===== config.mk =====
export PLATFORM = sky130hd
export DESIGN_NAME = branch_resolution_unit
export DESIGN_NICKNAME = d
export VERILOG_FILES = /design/src/rtl/branch_res_pkg.sv /design/src/rtl/sat_event_counter.sv /design/src/rtl/branch_resolution_unit.sv
export SDC_FILE = /design/constraint.sdc
export NUM_CORES = 1
export LEC_CHECK = 0
export ABC_CLOCK_PERIOD_IN_PS = 1700
export BUFFER_PORTS_ARGS = -buffer_cell sky130_fd_sc_hd__buf_2
export CAP_MARGIN = 20
export CORE_MARGIN = 5
export CORE_UTILIZATION = 34
export CTS_BUF_LIST = sky130_fd_sc_hd__clkbuf_4 sky130_fd_sc_hd__clkbuf_8 sky130_fd_sc_hd__clkbuf_16
export DETAILED_ROUTE_END_ITERATION = 16
export PLACE_DENSITY = 0.79
export SETUP_SLACK_MARGIN = 0.02
export SLEW_MARGIN = 20
export SYNTH_ARGS = -nofsm -noshare
export SYNTH_HDL_FRONTEND = slang
export SYNTH_HIERARCHICAL = 1
export SYNTH_SLANG_ARGS = --single-unit

===== constraint.sdc =====
create_clock -name clk -period 1.7 [get_ports clk]
set_clock_uncertainty 0.15 [all_clocks]
set_input_delay 0.085 -clock clk [delete_from_list [all_inputs] [get_ports clk]]
set_output_delay 0.085 -clock clk [all_outputs]
set_load 0.005 [all_outputs]

===== src/rtl/branch_res_pkg.sv =====
// branch_res_pkg: shared types and constants for branch_resolution_unit and its counters.
package branch_res_pkg;

    typedef enum logic {
        IDLE = 1'b0,
        FIX  = 1'b1
    } state_t;

    localparam int unsigned PC_STEP  = 4;
    localparam logic        SAT_FILL = 1'b1;

endpackage


===== src/rtl/sat_event_counter.sv =====
// sat_event_counter: event counter that sticks at all-ones instead of wrapping.
module sat_event_counter
    import branch_res_pkg::*;
#(
    parameter int WIDTH = 32
) (
    input  logic             clk,
    input  logic             rst_n,
    input  logic             inc,
    output logic [WIDTH-1:0] o_count
);

    logic [WIDTH-1:0] r_count;
    logic             w_full;

    assign w_full  = (r_count == {WIDTH{SAT_FILL}});
    assign o_count = r_count;

    always_ff @(posedge clk or negedge rst_n) begin
        if (!rst_n)
            r_count <= '0;
        else if (inc && !w_full)
            r_count <= r_count + WIDTH'(1);
    end

endmodule


===== src/rtl/branch_resolution_unit.sv =====
// branch_resolution_unit: speculative history push at IF, EX-stage resolve, rollback and FIX re-push.
// Optional saturating statistics counters are built only with BRU_PERF_COUNTER_EN defined.
module branch_resolution_unit
    import branch_res_pkg::*;
#(
    parameter int PC_WIDTH       = 32,
    parameter int PERF_CNT_WIDTH = 32
) (
    input  logic                      clk,
    input  logic                      rst_n,
    input  logic                      PL_stall,
    input  logic                      if_is_branch,
    input  logic                      if_pred_taken,
    input  logic                      ex_resolve_en,
    input  logic                      ex_taken,
    input  logic [PC_WIDTH-1:0]       pc_ex,
    input  logic [PC_WIDTH-1:0]       ex_target,
    output logic                      corrected_en,
    output logic                      corrected_result,
    output logic                      rollback_en_id,
    output logic                      rollback_en_ex,
    output logic                      mispredict,
    output logic [PC_WIDTH-1:0]       redirect_pc,
    output logic                      fix_stall,
    output logic [PERF_CNT_WIDTH-1:0] perf_branches,
    output logic [PERF_CNT_WIDTH-1:0] perf_mispredicts
);

    state_t r_state, w_state_nxt;
    logic   r_br_id, r_pred_id, r_br_ex, r_pred_ex, r_fix_result;
    logic   w_res, w_mispredict, w_if_fire, w_in_fix;

    assign w_in_fix     = (r_state == FIX);
    assign w_res        = ex_resolve_en & r_br_ex & !PL_stall;
    assign w_mispredict = w_res & (ex_taken != r_pred_ex);
    assign w_if_fire    = if_is_branch & !PL_stall & !w_mispredict & !w_in_fix;

    always_ff @(posedge clk or negedge rst_n) begin
        if (!rst_n)
            r_state <= IDLE;
        else
            r_state <= w_state_nxt;
    end

    // FIX lasts exactly one cycle, independent of PL_stall
    always_comb begin
        w_state_nxt      = w_mispredict ? FIX : IDLE;
        corrected_en     = w_in_fix | w_if_fire;
        corrected_result = w_in_fix ? r_fix_result : (w_if_fire & if_pred_taken);
        fix_stall        = w_in_fix;
        mispredict       = w_mispredict;
        rollback_en_ex   = w_mispredict;
        rollback_en_id   = w_mispredict & r_br_id;
        redirect_pc      = !w_mispredict ? '0 :
                           ex_taken      ? ex_target : pc_ex + PC_WIDTH'(PC_STEP);
    end

    always_ff @(posedge clk or negedge rst_n) begin
        if (!rst_n) begin
            r_br_id      <= 1'b0;
            r_pred_id    <= 1'b0;
            r_br_ex      <= 1'b0;
            r_pred_ex    <= 1'b0;
            r_fix_result <= 1'b0;
        end else if (w_mispredict) begin
            r_br_id      <= 1'b0;
            r_br_ex      <= 1'b0;
            r_fix_result <= ex_taken;
        end else if (!PL_stall) begin
            r_br_ex      <= r_br_id;
            r_pred_ex    <= r_pred_id;
            r_br_id      <= w_if_fire;
            r_pred_id    <= if_pred_taken;
        end
    end

`ifdef BRU_PERF_COUNTER_EN
    sat_event_counter #(.WIDTH(PERF_CNT_WIDTH)) u_cnt_branches (
        .clk     (clk),
        .rst_n   (rst_n),
        .inc     (w_res),
        .o_count (perf_branches)
    );

    sat_event_counter #(.WIDTH(PERF_CNT_WIDTH)) u_cnt_mispredicts (
        .clk     (clk),
        .rst_n   (rst_n),
        .inc     (w_mispredict),
        .o_count (perf_mispredicts)
    );
`else
    assign perf_branches    = '0;
    assign perf_mispredicts = '0;
`endif

endmodule


== Yosys cells after proc, flatten, opt, wreduce, memory -nomap -nowiden ==
Cells that the tools add are included.

* $add $sub $neg: 1
* Equality and inequality tests: 2
* Mux-type cells: 8
* Bitwise gates (word level): 11
* Reductions and logical operators: 4

{| class="wikitable"
|+ Operator list
! cell !! count
|-
| $mux W32 || 2
|-
| $add A32 B3 Y32 const B || 1
|-
| $and A1 B1 Y1 || 8
|-
| $mux W1 || 6
|-
| $logic_not A1 Y1 || 3
|-
| $ne A2 B1 Y1 const B || 1
|-
| $not A1 Y1 || 2
|-
| $reduce_and A2 Y1 || 1
|-
| $ne A1 B1 Y1 || 1
|-
| $or A1 B1 Y1 || 1
|}

* Register bits after elaboration: 6
* Input port bits: 71
* Output and inout bits: 102
* Logic and storage cells: 32

== Longest topological paths before layout ==
* Word-level depth: 8
* Mapped depth: 7
* Mapped depth without buffers: 7

== Worst setup path before layout ==
Ideal clock, no wire load.

* Path kind: input to output
* Start point: in pc_ex[2]
* End point: out redirect_pc[30]
* Data arrival time: 1.445 ns
* Required time: 1.465 ns
* Setup slack: 0.020 ns
* Stages on the path: 6
* Path buffers: 0
* Path through: ha_1 > and4_2 > nand3_4 > or4_4 > xnor2_1 > o21ba_1

* Cells in the longest elaborated chain, start to end: 3

{| class="wikitable"
|+ RTL lines
! what !! line !! source
|-
| start, declared || branch_resolution_unit.sv:16 || <nowiki>input logic [PC_WIDTH-1:0] pc_ex,</nowiki>
|-
| $add A32 B3 Y32 || branch_resolution_unit.sv:55 || <nowiki>ex_taken ? ex_target : pc_ex + PC_WIDTH'(PC_STEP);</nowiki>
|-
| $mux W32 || branch_resolution_unit.sv:55 ||
|-
| $mux W32 || branch_resolution_unit.sv:54 || <nowiki>redirect_pc = !w_mispredict ? '0 :</nowiki>
|-
| end, declared || branch_resolution_unit.sv:23 || <nowiki>output logic [PC_WIDTH-1:0] redirect_pc,</nowiki>
|}

Every way passes these cells.

== Final worst setup path ==
* Start point: in pc_ex[3]
* End point: out redirect_pc[30]

Same word-level chain as after synthesis.

==> out/metrics.csv <==
metric;value;unit
status;finished with violations;
violations;negative setup slack;
areaGrowthSynthToFinish;55.63;%
fin_util;54.48;%
synth_top_flop_cell;dfrtp_1;
die-height;82.75;um
drc;0;
synth-seq-cells;6;
finalNetCount;487;
worstHoldPathType;input pin to flop;
powerDensity;314.0;nW/um^2
cts-htree-levels;1;
viasPerCell;4.522;
async_reset_ff_share;100.0;%
drt-total-wl;6.321;mm
worst_ep_required_time;1460;ps
synth_common_cells;buf_4 (65), o21ai_0 (25), a21oi_1 (23);
crit_path_start_kind;input pin;
yosysTopAreaCell;buf_4;
hold_start;PL_stall;
vias;2184;
p_leak;1.450;nW
holdPathStages;2;
path_class;input pin to output port;
synth_edf_count;0;
r2r-end;r_pred_id;
ant_nets;0;
cts_buffers;3;
diodes;0;
ios;173;
clock_latency;230;ps
post-route-period-util;107.8;%
hold_viol_final;0;
syn_area_per_cell;6.867;um^2
r2r_slack;-30;ps
synth_cell_types;40;
placed_cell_area;2446;um^2
gr-total-overflow;0;
dr.pass1.iters;4;
rr_startpoint;r_pred_ex;
peakVddDrop;0.2683;mV
cts_tree;built;
setup_viol;16;
fmax;545.4;MHz
portBuffers;108;
die_w;82.75;um
drtIter0Drc;44;
yosysTopAreaCellShare;27.12;%
grt_pass1_wl;9.149;mm
rsz0062_at_grt;yes;
setup_ws;-133.4;ps
rr_worst_depth;7;
root_buffer;clkbuf_8;
min_to;r_br_id;
fp.dieArea;6847;um^2
syn_area;1799;um^2
cp.arrival;1600;ps
routedWlPerCell;13.09;um
hpwl;4.956;mm
cap_violations;0;
ys.warnings.count;6;
cts_max_path_buffers;2;
initial_utilization;35.00;%
fp-row-count;26;
antenna_found_initial;0;
syn_inst;262;
path_clk_slew;40;ps
grt_start_max_net_pins;48;
drive_above_1_share;48.91;%
synth.area.top_cells;buf_4 (27%), dfrtp_1 (8.3%), xnor2_1 (7.3%);
fin_area;2800;um^2
coreArea;5140;um^2
post-route-min-period;1833;ps
ys_seq_area_share;8.345;%
first_global_vias;2083;
track_usage;16.99;%
yosysMostFrequentCell;buf_4;
clkSinkCount;6;
slew_viol_final;0;
gp_congestion;0.8815;
crit_fanout;2;
crit_path_end_kind;output port;
-- power by group --
| part | internal [mW] | leakage (nW) | switching, mW | total [mW] |
|---|---|---|---|---|
| sequential | 0.160 | 0.0711 | 0.0134 | 0.173 |
| combinational | 0.237 | 1.36 | 0.248 | 0.484 |
| clock | 0.153 | 0.0216 | 0.0693 | 0.222 |
-- through the flow --
step	hold WS, ps	setup TNS [ps]	setup slack [ps]	power [mW]	std cells
floorplan	-360.6	0	20.42	0.4551	325
finish	26.32	-881.4	-133.4	0.8792	483
detailed placement	-233.4	-598.0	-171.9	0.5696	468
global route	42.93	-4247	-220.6	0.9471	483
global placement	-239.8	-549.0	-172.8	0.5606	468
CTS	0.2573	-458.5	-109.6	0.8414	480
-- layout by cell type, fill, tap and decap left out, drive strengths merged, types with 4 or more instances in the layout --
cell type,n
and4,4
dfrtp,6
conb,64
mux2i,5
inv,4
nor2,21
buf,158
a21oi,23
nand3,9
nor3,5
nand2,22
o21ai,25
xnor2,15
xor2,12
and3,4
nand4,9
a211oi,4
-- registers in the layout, summed over array words and instances, names as in the netlist --
name / count
fix_stall: 1
r_br_ex: 1
r_br_id: 1
r_fix_result: 1
r_pred_ex: 1
r_pred_id: 1
-- what timing repair did --
item,4_1_cts,5_1_grt
hold buffers,3,0
pin swaps,11,4
setup endpoints to repair,23,35
setup buffers,7,3
resized for setup,44,22
hold endpoints to repair,8,0
-- cells by family (layout without fill, tap and decap cells) --
family / count (synthesis) / after routing / synth area share, %
other cells: 1 / 64 / 0.2084
fa+ha+maj: 1 / 1 / 0.6953
compound gates: 56 / 56 / 16.83
simple gates: 83 / 83 / 25.80
xor+xnor: 27 / 27 / 13.14
mux: 7 / 7 / 4.033
flops: 6 / 6 / 8.345
buf+inv: 81 / 169 / 30.95
-- worst max-delay path, cell delays in order --
cell and delay, ps:
buf_8 80, ha_4 130, and4_4 230, nand3_4 60
or4_4 550, xnor2_2 150, o21ba_1 190, buf_2 130
-- layout make-up --
class                   instances  area (um^2)
fillers                       516         2340
inverters                       5        23.77
clock buffers                   3        41.29
flip-flops and latches          6        150.1
repair buffers                161         1030
multi-input cells             238         1468
well taps                      70        87.58
-- worst max-delay path by stage --
stage	cells after the start	from	endpoint
3_5_place_dp	8	pc_ex[2]	redirect_pc[30]
6_report	8	pc_ex[3]	redirect_pc[30]
4_1_cts	8	pc_ex[3]	redirect_pc[30]
3_3_place_gp	8	pc_ex[2]	redirect_pc[30]
5_1_grt	8	r_pred_ex	corrected_result
2_1_floorplan	6	pc_ex[2]	redirect_pc[30]
-- per-layer routing --
layer	vias up	GRT usage [%]	share of wire, %
li1	1081	-	-
met1	999	18.94	37
met2	98	33.41	55
met3	6	1.518	6.4
met4	0	5.229	1.3
met5	-	0	0
Note: power is estimated with default switching activity, not from simulation.
